**config.mk**
```make
export PLATFORM = sky130hd
export DESIGN_NAME = regfile_arbiter
export DESIGN_NICKNAME = d
export VERILOG_FILES = /design/src/rtl/regfile_arb_pkg.sv /design/src/rtl/regfile_arbiter_rr.sv /design/src/rtl/regfile_arbiter.sv
export SDC_FILE = /design/constraint.sdc
export NUM_CORES = 1
export LEC_CHECK = 0
export CORE_MARGIN = 4
export CORE_UTILIZATION = 32
export CTS_BUF_LIST = sky130_fd_sc_hd__clkbuf_2 sky130_fd_sc_hd__clkbuf_4 sky130_fd_sc_hd__clkbuf_8
export CTS_CLUSTER_SIZE = 28
export DETAILED_ROUTE_END_ITERATION = 10
export GPL_TIMING_DRIVEN = 0
export MAX_ROUTING_LAYER = met4
export PLACE_DENSITY = 0.82
export SLEW_MARGIN = 20
export SYNTH_ARGS = -nofsm -noshare
export SYNTH_HDL_FRONTEND = slang
export SYNTH_HIERARCHICAL = 1
export SYNTH_SLANG_ARGS = --single-unit
```
**constraint.sdc**
```tcl
create_clock -name clk -period 4.48 [get_ports clk]
set_input_delay 0.896 -clock clk [delete_from_list [all_inputs] [get_ports clk]]
set_output_delay 0.896 -clock clk [all_outputs]
set_load 0.05 [all_outputs]
```
**src/rtl/regfile_arb_pkg.sv**
```systemverilog
// Shared defaults for the register-file arbiter slice.
package regfile_arb_pkg;
    localparam int DW_DEF    = 8;
    localparam int AW_DEF    = 3;
    localparam int N_REQ_MAX = 4;
endpackage

```
**src/rtl/regfile_arbiter_rr.sv**
```systemverilog
// Round-robin arbiter: first eligible requester at or after the pointer wins;
// pointer moves past the winner only when the caller lets the grant stand.
module rr_arbiter #(
    parameter int N = 2
) (
    input  logic         clk,
    input  logic         clrn,
    input  logic [N-1:0] req,
    input  logic [N-1:0] mask,
    input  logic         advance,
    output logic [N-1:0] gnt
);
    localparam int PW = (N > 1) ? $clog2(N) : 1;

    logic [PW-1:0] r_ptr;
    logic [PW-1:0] w_win;
    logic [PW-1:0] w_nxt;
    logic [N-1:0]  w_elig;
    logic          w_found;

    always_comb begin
        gnt     = '0;
        w_found = 1'b0;
        w_win   = '0;
        w_elig  = req & ~mask;
        for (int k = 0; k < N; k++) begin
            if (!w_found && w_elig[(int'(r_ptr) + k) % N]) begin
                w_found                       = 1'b1;
                w_win                         = PW'((int'(r_ptr) + k) % N);
                gnt[(int'(r_ptr) + k) % N]    = 1'b1;
            end
        end
        w_nxt = (int'(w_win) == N - 1) ? '0 : w_win + PW'(1);
    end

    always_ff @(posedge clk or negedge clrn) begin
        if (!clrn)
            r_ptr <= '0;
        else if (advance && w_found)
            r_ptr <= w_nxt;
    end
endmodule

```
**src/rtl/regfile_arbiter.sv**
```systemverilog
// Shares one write port and one registered read port of an 8x8 register file
// between N_REQ requesters, keeping read-after-write order on address collisions.
module regfile_arbiter
    import regfile_arb_pkg::*;
#(
    parameter int N_REQ = 2,
    parameter int DW    = DW_DEF,
    parameter int AW    = AW_DEF
) (
    input  logic                clk,
    input  logic                clrn,
    input  logic [N_REQ-1:0]    req_wr,
    input  logic [N_REQ*AW-1:0] wr_addr,
    input  logic [N_REQ*DW-1:0] wr_data,
    input  logic [N_REQ-1:0]    req_rd,
    input  logic [N_REQ*AW-1:0] rd_addr,
    output logic [N_REQ-1:0]    gnt_wr,
    output logic [N_REQ-1:0]    gnt_rd,
    output logic [N_REQ-1:0]    rvalid,
    output logic [DW-1:0]       rdata,
    output logic                rf_wen,
    output logic [AW-1:0]       rf_wsel,
    output logic [DW-1:0]       rf_d,
    output logic [AW-1:0]       rf_rsel,
    input  logic [DW-1:0]       rf_q
);
    logic [N_REQ-1:0] w_wr_mask;
    logic [N_REQ-1:0] w_rd_cand;
    logic [AW-1:0]    w_wsel;
    logic [DW-1:0]    w_wd;
    logic [AW-1:0]    w_rd_addr;
    logic             w_collide;

    logic             r_rd_prio;
    logic [AW-1:0]    r_pend_addr;
    logic [N_REQ-1:0] r_rvalid_p1;

    // A held read outranks writes that target the address it is waiting on.
    always_comb begin
        w_wr_mask = '0;
        for (int i = 0; i < N_REQ; i++)
            w_wr_mask[i] = r_rd_prio && (wr_addr[i*AW +: AW] == r_pend_addr);
    end

    rr_arbiter #(.N(N_REQ)) u_wr_arb (
        .clk     (clk),
        .clrn    (clrn),
        .req     (req_wr),
        .mask    (w_wr_mask),
        .advance (1'b1),
        .gnt     (gnt_wr)
    );

    rr_arbiter #(.N(N_REQ)) u_rd_arb (
        .clk     (clk),
        .clrn    (clrn),
        .req     (req_rd),
        .mask    ({N_REQ{1'b0}}),
        .advance (~w_collide),
        .gnt     (w_rd_cand)
    );

    always_comb begin
        w_wsel    = '0;
        w_wd      = '0;
        w_rd_addr = '0;
        for (int i = 0; i < N_REQ; i++) begin
            if (gnt_wr[i]) begin
                w_wsel = wr_addr[i*AW +: AW];
                w_wd   = wr_data[i*DW +: DW];
            end
            if (w_rd_cand[i])
                w_rd_addr = rd_addr[i*AW +: AW];
        end
    end

    // Read of the address being written this cycle waits one cycle for the new data.
    assign w_collide = (|gnt_wr) && (|w_rd_cand) && (w_rd_addr == w_wsel);

    assign gnt_rd  = w_collide ? '0 : w_rd_cand;
    assign rf_rsel = w_collide ? '0 : w_rd_addr;
    assign rf_wen  = |gnt_wr;
    assign rf_wsel = w_wsel;
    assign rf_d    = w_wd;

    always_ff @(posedge clk or negedge clrn) begin
        if (!clrn) begin
            r_rd_prio   <= 1'b0;
            r_pend_addr <= '0;
        end else if (w_collide) begin
            r_rd_prio   <= 1'b1;
            r_pend_addr <= w_rd_addr;
        end else if (r_rd_prio && (|gnt_rd) && (w_rd_addr == r_pend_addr)) begin
            r_rd_prio   <= 1'b0;
        end
    end

    // Read return stage: register file output lands one edge after the grant.
    always_ff @(posedge clk or negedge clrn) begin
        if (!clrn)
            r_rvalid_p1 <= '0;
        else
            r_rvalid_p1 <= gnt_rd & req_rd;
    end

    assign rvalid = r_rvalid_p1;
    assign rdata  = rf_q;
endmodule

```
==> impl_results.md, run 1 <==
- Die area: 3421 sq um
- Hold WC Path Type: reg2reg
- Core footprint: 2455 sq um
- Fin util: 66.36%
- H-tree depth: 1
- Gpl congestion: 0.7665
- Register-to-Register Path Depth: 12
- Top-count cell post-synth: a22o_1
- Most frequent cells after synthesis: 10 x a22o_1, 9 x xnor2_1, 8 x buf_4, 8 x dfrtp_1, 5 x nand2_1
- CP Data Required Time: 3.58 ns
- Worst path slowest cell: or4_4
- Synth top area share: 24.54%
- DRC: 0
- CTS clk-pin slew, worst paths: 0.05 ns
- Die X: 58.49 um
- Critical-path maximum fanout: 5
- Startpoint type of the worst setup path: input pin
- Total CTS buffers: 3
- IO buf count: 62
- Post-synth EDFFs: 0
- Syn. warnings: 6
- CTS max path bufs: 2
- Main area contributors after synthesis: dfrtp_1 25%, a22o_1 11%, xnor2_1 9.7%, buf_4 7.4%, xor2_1 4.3%
- HPWL Detailed: 2248 um
- Clk sinks: 8
- FMAX: 227.9 MHz
- CP Class: in2out
- P_leak: 0.7282 nW
- Avg Cell Area, Syn: 8.965 sq um
- Share of layout cells above drive strength 1: 25.77%
- Gr ovfl total: 0
- Final hold violations: 0
- First-pass GRT wire length: 4119 um
- Power per cell area: 444.0 nW/um^2
- Detailed Route Iter0 Violations: 15
- Slew Limit Fails: 0
- Largest net degree at the start of global routing: 12
- RSZ-0062 raised after global routing: no
- Final setup fails: 0
- Wire length per cell: 14.84 um
- Fillers: 209
- Drt total wl: 2864 um
- Syn Std Cell Area: 815.8 sq um
- Register area share after synthesis: 24.54%
- TritonCTS clock tree: done
- Critical path's largest stage delay: 0.53 ns
- Worst IR Drop VDD: 289.8 uV
- Synth area leader: dfrtp_1
- Crit end category: output pin
- Final Cycle Share: 97.93%
- Routed Antenna Nets: 0
- Post-Synthesis Cells: 91
- Critical Path, Cell by Cell: clkdlybuf4s50_1, xor2_1, nor3_2, nand2b_4, o21a_4, buf_4, a22o_2, xnor2_2, or4_4, and2_1, buf_6
- Gr usage total: 16.11%
- Post-synth ARST share: 100.0%
- Actual slew at the worst max-slew pin: 0.5230 ns
- Initial core utilization: 33.23%
- Normalized max-slew margin: 65.02%
- Fin Hold WS: 0.5370 ns
- CTS Root Cell: clkbuf_4
- Worst hold stages: 2
- Clock Skews: 0.005606 ns
- Initial antenna violation count: 0
- FF+latch count, synth: 8
- Top_reg_cell synth: dfrtp_1
- Tmin final: 4.387 ns
- Synth-to-layout area growth: 99.69%
- Die height: 58.49 um
- # rows: 18
- Net count, final: 207
- Max Cap Viol: 0
- Number of global-route vias before repair: 896
- Worst skew pair latency: 0.25 ns
- Via density: 4.736
- CTS Hold Bufs: 0
- ANT cells: 0
- IO Pins: 71
- Synth unique cells: 31
- WP data arrival: 3.49 ns
- Status: completed
- DR vias: 914
- First-pass iteration count of the detailed router: 4
## metrics by stage
stage	worst slack [ns]	TNS, ns	cells	cell area (sq um)	total power [W]
global route	0.006519	0	193	1629	0.0007627
finish	0.09291	0	193	1629	0.0007233
detailed placement	-0.7769	-3.859	186	1514	0.0006190
global placement	-0.7270	-3.599	186	1514	0.0006099
floorplan	0.002865	0	94	855.8	0.0004666
CTS	0.02295	0	189	1559	0.0006921
## report_power, final
group          switching (W)  internal, W  leakage, nW
logic               0.000311     0.000231        0.612
clock network      0.0000247    0.0000307       0.0138
registers          0.0000286    0.0000976        0.102
## cells by family after synthesis
kind of cell	count (synthesis)	share of synthesized area [%]
simple gates	27	22.55
xor+xnor	13	13.96
mux	3	3.681
compound gates	23	22.55
buf+inv	15	11.81
other cells	2	0.9206
flops	8	24.54
## per-layer routing
layer | GRT usage (%) | share of wire (%) | up-vias
met3 | 4.386 | 5.4 | 5
met2 | 26.95 | 54 | 31
li1 | - | - | 457
met5 | - | 0 | -
met1 | 18.82 | 40 | 421
met4 | 4.636 | 0.66 | 0
## placed cells by master (no fill, tap or decap), drive strengths merged, types with 2 or more instances in the layout
cell	count
dlymetal6s2s	2
mux2i	3
or4	2
nand2b	4
nor2b	5
and3	2
o2bb2ai	2
clkbuf	4
a21oi	3
xor2	4
and2b	2
a22oi	3
a22o	10
conb	5
o21a	2
buf	19
xnor2	9
and2	2
nor3	2
inv	3
nand2	5
dfrtp	8
clkdlybuf4s50	55
o21ai	2
nand3b	2
## worst paths after layout
check | end | slack, ns | from
setup / recovery | gnt_rd[0] | 0.09 | wr_addr[0]
hold / removal | r_rd_prio$_DFFE_PN0P_ | 0.54 | r_rd_prio$_DFFE_PN0P_
setup reg to reg | register | 1.48 | r_pend_addr[0]$_DFFE_PN0P_
hold reg to reg | r_rd_prio$_DFFE_PN0P_ | 0.54 | r_rd_prio$_DFFE_PN0P_
max in group asynchronous | r_pend_addr[2]$_DFFE_PN0P_ | 3.27 | clrn
min in group asynchronous | asynchronous set/reset pin | 0.93 | clrn
## worst max-delay path: cells and delay by family
kind                   cells  cell delay [ns]
XOR/XNOR                   2             0.33
buffers and inverters      3             0.78
AO/OA/AOI/OAI              2             0.52
AND/OR/NAND/NOR            4             0.94
## cell type report
cell class	count	area [sq um]	area share [%]
Sequential cell	8	200.2	12.29
Inverter	3	11.26	0.6912
Timing Repair Buffer	67	669.4	41.09
Clock buffer	3	22.52	1.382
Multi-Input combinational cell	72	613.1	37.63
Buffer	10	75.07	4.608
Tap cell	30	37.54	2.304
## what timing repair did
action	in CTS	in global routing
endpoints found under the setup margin	5	5
gates cloned	0	1
pin swaps	0	5
gates resized for setup	37	11
setup buffers	1	4
No activity file was read; power rests on OpenSTA's default activity.
==> run 2, diff against run 1 <==
--- a/config.mk
+++ b/config.mk
@@ -5,15 +5,15 @@
 export SDC_FILE = /design/constraint.sdc
 export NUM_CORES = 1
 export LEC_CHECK = 0
+export ABC_AREA = 1
 export CORE_MARGIN = 4
-export CORE_UTILIZATION = 32
+export CORE_UTILIZATION = 36
 export CTS_BUF_LIST = sky130_fd_sc_hd__clkbuf_2 sky130_fd_sc_hd__clkbuf_4 sky130_fd_sc_hd__clkbuf_8
 export CTS_CLUSTER_SIZE = 28
 export DETAILED_ROUTE_END_ITERATION = 10
 export GPL_TIMING_DRIVEN = 0
 export MAX_ROUTING_LAYER = met4
 export PLACE_DENSITY = 0.82
-export SLEW_MARGIN = 20
 export SYNTH_ARGS = -nofsm -noshare
 export SYNTH_HDL_FRONTEND = slang
 export SYNTH_HIERARCHICAL = 1
==> run 2 against run 1 <==
Effect of this change: combinational power down 17%; global-route usage down 0.59 points; hold slack lost 0.050 ns; setup slack improved by 0.14 ns; non-clock buffer count decreased by 3; power shrank 13%; routed wire length grew 0.31%; first-iteration DRC count grew to 3.5 times the previous value; synthesized cell count grew 100%.
==> impl_results.md, run 2 <==
- Main area contributors after synthesis: nand2_1 30%, dfrtp_1 20%, inv_1 9.2%, nand3_1 8.8%, buf_4 7.4%
- Reg-to-reg setup timing slack: 2.21 ns (+0.73 ns)
- Die area: 3744 sq um (+9.4%)
- Top-count cell post-synth: nand2_1
- Slew Limit Fails: 0 (unchanged)
- Post-synth EDFFs: 0 (unchanged)
- Initial antenna violation count: 0 (unchanged)
- Power per cell area: 366.6 nW/um^2 (-17%)
- Placed Area: 1693 sq um (+12%)
- Total CTS buffers: 3 (unchanged)
- Normalized max-slew margin: 64.88% (-0.14 points)
- Number of global-route vias before repair: 1,053 (+18%)
- Register area share after synthesis: 19.66% (-4.9 points)
- Post-Synthesis Cells: 186 (+100%)
- Synth top area share: 30.22% (+5.7 points)
- Post-Synth Simple-Gate Area: 53.32% (+31 points)
- Final Cycle Share: 94.75% (-3.2 points)
- Setup bufs post-CTS: 0 (-1)
- Worst IR Drop VDD: 279.6 uV (-3.5%)
- FMAX: 235.6 MHz (+3.4%)
- Clk pwr share: 8.8% (+1.1 points)
- Switching pwr: 0.0003380 W (-7.2%)
- Area taken by multi-input logic gates: 634.4 sq um (+3.5%)
- Synth-to-layout area growth: 68.18%
- ANT cells: 0 (unchanged)
- DRC: 0 (unchanged)
- Gr ovfl total: 0 (unchanged)
- FF+latch count, synth: 8 (unchanged)
- CTS resizes: 15 (-59%)
- Detailed Route Iter0 Violations: 52 (+37)
- P_leak: 0.9246 nW (+27%)
- CP Class: in2out
- Largest family of logic cells by synthesized area: simple AND/OR/NAND/NOR gates
- Clk sinks: 8 (unchanged)
- Initial core utilization: 37.25% (+4.0 points)
- Register Area: 200.2 sq um (unchanged)
- Actual slew at the worst max-slew pin: 0.5251 ns (+0.002109 ns)
- Core footprint: 2734 sq um (+11%)
- HPWL Detailed: 2498 um (+11%)
- Crit end category: output pin
- Share of layout cells above drive strength 1: 14.51% (-11 points)
- Syn. warnings: 6 (unchanged)
- Commonest non-fill, non-tap cell in the layout: nand2_1
- IO buf count: 62 (unchanged)
- Max Cap Viol: 0 (unchanged)
- Net count, final: 299 (+44%)
- Fillers: 279 (+33%)
- Design area: 1713 sq um (+5.1%)
- CP Data Required Time: 3.58 ns (about the same)
- CTS Root Cell: clkbuf_4
- Critical Path Source: wr_addr[1]
- Mux share of post-synthesis cell area: 0% (-3.7 points)
- Final hold violations: 0 (unchanged)
- Critical-path maximum fanout: 10 (+5)
- Startpoint type of the worst setup path: input pin
- First-pass iteration count of the detailed router: 4 (unchanged)
- Hold_sp: r_rd_prio$_DFFE_PN0P_
- Setup crit end: rf_d[2]
- Synth unique cells: 22 (-29%)
- Sequential power share: 19.5% (+2.0 points)
- Worst skew pair latency: 0.26 ns (about the same)
- Post-synth ARST share: 100.0% (unchanged)
- RSZ-0062 raised after global routing: no
- Worst hold stages: 2 (unchanged)
- Via density: 4.430 (-6.5%)
- Internal power: 0.0002900 W (-19%)
- Commonest non-fill, non-tap cells in the layout: 82 x nand2_1, 57 x clkdlybuf4s50_1, 25 x inv_1
- CTS max path bufs: 2 (unchanged)
- Total power: 0.0006280 W (-13%)
- Worst r2r src: r_pend_addr[1]$_DFFE_PN0P_
- Most frequent cells after synthesis: 82 x nand2_1, 25 x inv_1, 18 x nand3_1
- Hold WC Path Type: reg2reg
- Register-to-Register Path Depth: 15 (+3)
- WP data arrival: 3.35 ns (-0.14 ns)
- Clock Skews: 0.007893 ns (+0.002287 ns)
- IO Pins: 71 (unchanged)
- Gr usage total: 15.52% (-0.59 points)
- Top_reg_cell synth: dfrtp_1
- Status: completed
- Largest net degree at the start of global routing: 11 (-1)
- Synth Area in Compound Gates: 3.931% (-19 points)
- XOR/XNOR Fraction of Synth Area: 1.720% (-12 points)
- Die height: 61.19 um (+4.6%)
- CTS clk-pin slew, worst paths: 0.05 ns (about the same)
- DR vias: 1,267 (+39%)
- # rows: 19 (+1)
- First-pass GRT wire length: 4381 um (+6.4%)
- Tmin final: 4.245 ns (-0.1422 ns)
- Syn Std Cell Area: 1018 sq um (+25%)
- H-tree depth: 1 (unchanged)
- Switching part of the total: 53.82% (+3.5 points)
- Die X: 61.19 um (+4.6%)
- Final setup fails: 0 (unchanged)
- Synth area leader: nand2_1
- Wire length per cell: 10.05 um (-32%)
- Drt total wl: 2873 um (+0.31%)
- Avg Cell Area, Syn: 5.476 sq um (-39%)
- Gpl congestion: 0.8118 (+5.9%)
- Share of power burned in combinational logic: 71.6% (-3.3 points)
- CTS Hold Bufs: 0 (unchanged)
- Adder and majority cell fraction of the synthesized area: 0% (unchanged)
- Routed Antenna Nets: 0 (unchanged)
- TritonCTS clock tree: done
run 2: changes by cell type in the layout (fill, tap and decap cells not counted), moves of 4 or more:
cell | previous run | this run
a22o_1 | 8 | 1
buf_6 | 6 | 2
inv_1 | 3 | 25
inv_2 | 0 | 5
nand2_1 | 5 | 82
nand3_1 | 0 | 18
nor2_1 | 0 | 11
nor2_2 | 0 | 4
xnor2_1 | 8 | 0
run 2: cell families (layout without fill, tap and decap cells):
kind of cell | count (synthesis) | count (layout)
other | 2 | 6
XOR/XNOR | 2 | 2
flip-flops | 8 | 8
AND/OR/NAND/NOR | 126 | 126
AO/OA/AOI/OAI | 6 | 6
buffers and inverters | 42 | 107
run 2: stage by stage:
stage / hold slack (ns) / std cells / setup TNS [ns] / util (%) / setup slack [ns]
2_1_floorplan: 0.4498 / 190 / -0.07850 / - / -0.02617
3_3_place_gp: 0.4840 / 283 / -1.501 / 61.92 / -0.3196
3_5_place_dp: 0.4790 / 283 / -1.656 / 61.92 / -0.3471
4_1_cts: 0.4919 / 286 / 0 / 62.97 / 0.06888
5_1_grt: 0.5421 / 286 / 0 / 62.65 / 0.02391
6_report: 0.4870 / 286 / 0 / 62.65 / 0.2352
run 2: area by class of cell:
class,count,share of cell area (%)
tap,31,2.264
sequential,8,11.69
buffer,12,5.698
clock buffer,3,1.315
timing repair buffer,62,35.43
multi-input combinational,140,37.03
inverter,30,6.574
run 2: worst max-delay path, stage by stage:
cell             delay, ns
clkdlybuf4s50_1       0.51
o21ai_0               0.12
nor4_2                0.33
nor2_2                0.08
nand2_1               0.06
nand2_1               0.04
inv_1                 0.15
buf_4                 0.20
nand2_1               0.06
nand2_1               0.08
clkdlybuf4s50_1       0.82
run 2: how the worst min path moves through the flow:
stage	slack (ns)	to
after detailed placement	0.48	r_rd_prio$_DFFE_PN0P_
after floorplan	0.45	r_rd_prio$_DFFE_PN0P_
after global routing	0.54	r_rd_prio$_DFFE_PN0P_
final	0.49	r_rd_prio$_DFFE_PN0P_
after CTS	0.49	r_rd_prio$_DFFE_PN0P_
after global placement	0.48	r_rd_prio$_DFFE_PN0P_
run 2: power groups by stage:
stage | registers (W) | logic [W] | clock network [W]
CTS | 0.000123 | 0.000452 | 0.0000567
finish | 0.000123 | 0.000450 | 0.0000553
floorplan | 0.000119 | 0.000312 | 0
detailed placement | 0.000124 | 0.000452 | 0
global placement | 0.000123 | 0.000445 | 0
global route | 0.000127 | 0.000493 | 0.0000609
run 2: layer usage:
layer | vias up | wire (um) | track usage [%]
li1 | 685 | - | -
met1 | 545 | 1277 | 20.58
met2 | 37 | 1441 | 24.92
met3 | 0 | 154 | 2.725
met4 | 0 | 0 | 2.786
met5 | - | 0 | -
==> run 3, diff against run 2 <==
--- a/config.mk
+++ b/config.mk
@@ -7,7 +7,7 @@
 export LEC_CHECK = 0
 export ABC_AREA = 1
 export CORE_MARGIN = 4
-export CORE_UTILIZATION = 36
+export CORE_UTILIZATION = 35
 export CTS_BUF_LIST = sky130_fd_sc_hd__clkbuf_2 sky130_fd_sc_hd__clkbuf_4 sky130_fd_sc_hd__clkbuf_8
 export CTS_CLUSTER_SIZE = 28
 export DETAILED_ROUTE_END_ITERATION = 10
@@ -16,5 +16,4 @@
 export PLACE_DENSITY = 0.82
 export SYNTH_ARGS = -nofsm -noshare
 export SYNTH_HDL_FRONTEND = slang
-export SYNTH_HIERARCHICAL = 1
 export SYNTH_SLANG_ARGS = --single-unit
==> run 3 against run 2 <==
Effect of this change: routed wire length grew 9.7%; largest cell class unchanged; first-iteration DRC count shrank 17%; synthesized cell count shrank 22%; setup slack gained 0.14 ns; cell count shrank 16%; power grew 14%; design area shrank 3.4%; fmax grew 3.5%; sequential share of layout area grew 0.42 points; sequential power is essentially flat.
==> impl_results.md, run 3 <==
- Status: completed
- Startpoint type of the worst setup path: input pin
- First-pass GRT wire length: 5009 um (+14%)
- CTS clk-pin slew, worst paths: 0.05 ns (about the same)
- Largest net degree at the start of global routing: 10 (-1)
- Worst skew pair latency: 0.26 ns (about the same)
- Reg2Reg Capture Point: rvalid[0]$_DFF_PN0_
- Tmin final: 4.100 ns (-0.1444 ns)
- Initial antenna violation count: 0 (unchanged)
- Crit end category: output pin
- ANT cells: 0 (unchanged)
- Critical Path Source: wr_addr[5]
- Final TNS setup: 0 ns (unchanged)
- Avg Cell Area, Syn: 6.627 sq um (+21%)
- Final hold violations: 0 (unchanged)
- RSZ-0062 raised after global routing: no
- Syn. warnings: 0 (-6)
- Critical-path maximum fanout: 9 (-1)
- CTS Root Cell: clkbuf_4
- IO buf count: 62 (unchanged)
- Most frequent cells after synthesis: 39 x nand2_1, 18 x inv_1, 12 x nor2_1
- Net count, final: 254 (-15%)
- Power per cell area: 431.1 nW/um^2 (+18%)
- P_leak: 0.8445 nW (-8.7%)
- Slew Limit Fails: 0 (unchanged)
- First-pass iteration count of the detailed router: 4 (unchanged)
- Actual slew at the worst max-slew pin: 0.5094 ns (-0.01570 ns)
- CP Data Required Time: 3.58 ns (about the same)
- DRC: 0 (unchanged)
- Hold WC Path Type: reg2reg
- FMAX: 243.9 MHz (+3.5%)
- Post-Synthesis Cells: 145 (-22%)
- IO Pins: 71 (unchanged)
- CTS Hold Bufs: 0 (unchanged)
- HPWL Detailed: 2678 um (+7.2%)
- Share of layout cells above drive strength 1: 19.05% (+4.5 points)
- Synth area leader: dfrtp_1
- Fin Hold WS: 0.5521 ns (+0.06511 ns)
- TritonCTS clock tree: done
- Via density: 4.904 (+11%)
- Synth unique cells: 24 (+9.1%)
- Drt total wl: 3153 um (+9.7%)
- CTS max path bufs: 2 (unchanged)
- Total CTS buffers: 3 (unchanged)
- FF+latch count, synth: 8 (unchanged)
- Gpl congestion: 0.8598 (+5.9%)
- Syn Std Cell Area: 960.9 sq um (-5.7%)
- Normalized max-slew margin: 65.93% (+1.1 points)
- Clock Skews: 0.0009687 ns (-0.006925 ns)
- Post-place setup slack: 0.07009 ns (+0.4172 ns)
- Commonest non-fill, non-tap cell in the layout: clkdlybuf4s50_1
- Syn Nets: 187
- Top_reg_cell synth: dfrtp_1
- Post-synth ARST share: 100.0% (unchanged)
- DR vias: 1,177 (-7.1%)
- Register-to-Register Path Depth: 14 (-1)
- Wire length per cell: 13.14 um (+31%)
- Die height: 60.40 um (-1.3%)
- Die area: 3648 sq um (-2.6%)
- H-tree depth: 1 (unchanged)
- Final Cycle Share: 91.53% (-3.2 points)
- Reg-to-reg setup timing slack: 2.63 ns (+0.42 ns)
- Die X: 60.40 um (-1.3%)
- Worst setup margin: 0.3795 ns (+0.1444 ns)
- # rows: 18 (-1)
- Post-synth EDFFs: 0 (unchanged)
- Setup crit end: rf_d[6]
- Synth top area share: 20.83% (-9.4 points)
- Number of global-route vias before repair: 1,151 (+9.3%)
- CP Class: in2out
- Fillers: 244 (-13%)
- Routed Antenna Nets: 0 (unchanged)
- Max Cap Viol: 0 (unchanged)
- Detailed Route Iter0 Violations: 43 (-17%)
- Top-count cell post-synth: nand2_1
- Initial core utilization: 37.76% (+0.50 points)
- Core footprint: 2545 sq um (-6.9%)
- WP data arrival: 3.20 ns (-0.15 ns)
- Worst IR Drop VDD: 293.8 uV (+5.1%)
- Gr ovfl total: 0 (unchanged)
- Clk sinks: 8 (unchanged)
- Synth-to-layout area growth: 72.14%
- Gr usage total: 18.20% (+2.7 points)
- Final setup fails: 0 (unchanged)
- Commonest non-fill, non-tap cells in the layout: 57 x clkdlybuf4s50_1, 39 x nand2_1, 18 x inv_1
- Worst r2r src: r_pend_addr[1]$_DFFE_PN0P_
- Main area contributors after synthesis: dfrtp_1 21%, nand2_1 15%, a22o_1 7.3%, inv_1 7.0%, nor2_4 7.0%
- Register area share after synthesis: 20.83% (+1.2 points)
## run 3: cell count changes after synthesis, moves of 4 or more
cell     previous run  this run
a22o_1              1         8
inv_1              25        18
nand2_1            82        39
nand2_2             3         7
nand3_1            18         8
nand3_2             0         4
nor2_2              5         1
nor2_4              1         6
o21ai_1             0         4
## run 3: how the worst min path moves through the flow
stage          cells past startpoint                  start  slack (ns)                     to
6_report                           2               register        0.55               register
5_1_grt                            2               register        0.59               register
4_1_cts                            2               register        0.55               register
3_5_place_dp                       2               register        0.54               register
3_3_place_gp                       2  r_rd_prio$_DFFE_PN0P_        0.53  r_rd_prio$_DFFE_PN0P_
2_1_floorplan                      2  r_rd_prio$_DFFE_PN0P_        0.50  r_rd_prio$_DFFE_PN0P_
## run 3: timing repair
item,CTS,global route
buffers inserted,0,0
endpoints found under the hold margin,0,0
gates resized for setup,0,5
endpoints found under the setup margin,0,5
## run 3: critical path, cell delays in order
cell and delay, ns:
clkdlybuf4s50_1 0.54, inv_1 0.10, nand2_1 0.07, nand2_1 0.04, nand2_1 0.07, nor2_2 0.05
nor2_4 0.18, nand2_1 0.10, clkinv_1 0.16, a22o_1 0.17, clkdlybuf4s50_1 0.80
## run 3: stage by stage
step	utilization (%)	area (sq um)	power, W	cells
5_1_grt	65.00	1654	0.0007622	240
4_1_cts	64.50	1642	0.0007172	240
6_report	65.00	1654	0.0007131	240
2_1_floorplan	-	960.9	0.0004961	145
3_3_place_gp	63.62	1619	0.0006459	237
3_5_place_dp	63.62	1619	0.0006599	237
## run 3: logic make-up after synthesis
logic type      share of synthesized area (%)
buf+inv                                 16.02
flops                                   20.83
simple gates                            43.49
compound gates                          18.75
xor+xnor                               0.9116
## run 3: routing by layer
layer,GRT usage [%],share of wire [%]
met1,21.72,38
met2,32.41,53
met3,2.553,8.3
met4,3.797,0.63
met5,-,0
## run 3: cell type report
class	instances	area, sq um	area share (%)
multi-input combinational	104	606.8	36.69
timing repair buffer	62	633.1	38.28
inverter	25	93.84	5.673
buffer	8	60.06	3.631
sequential	8	200.2	12.10
clock buffer	3	22.52	1.362
tap	30	37.54	2.269
## run 3: power by group
group / internal [W] / switching, W
logic: 0.000188 / 0.000343
registers: 0.0000975 / 0.0000284
clock network: 0.0000307 / 0.0000254
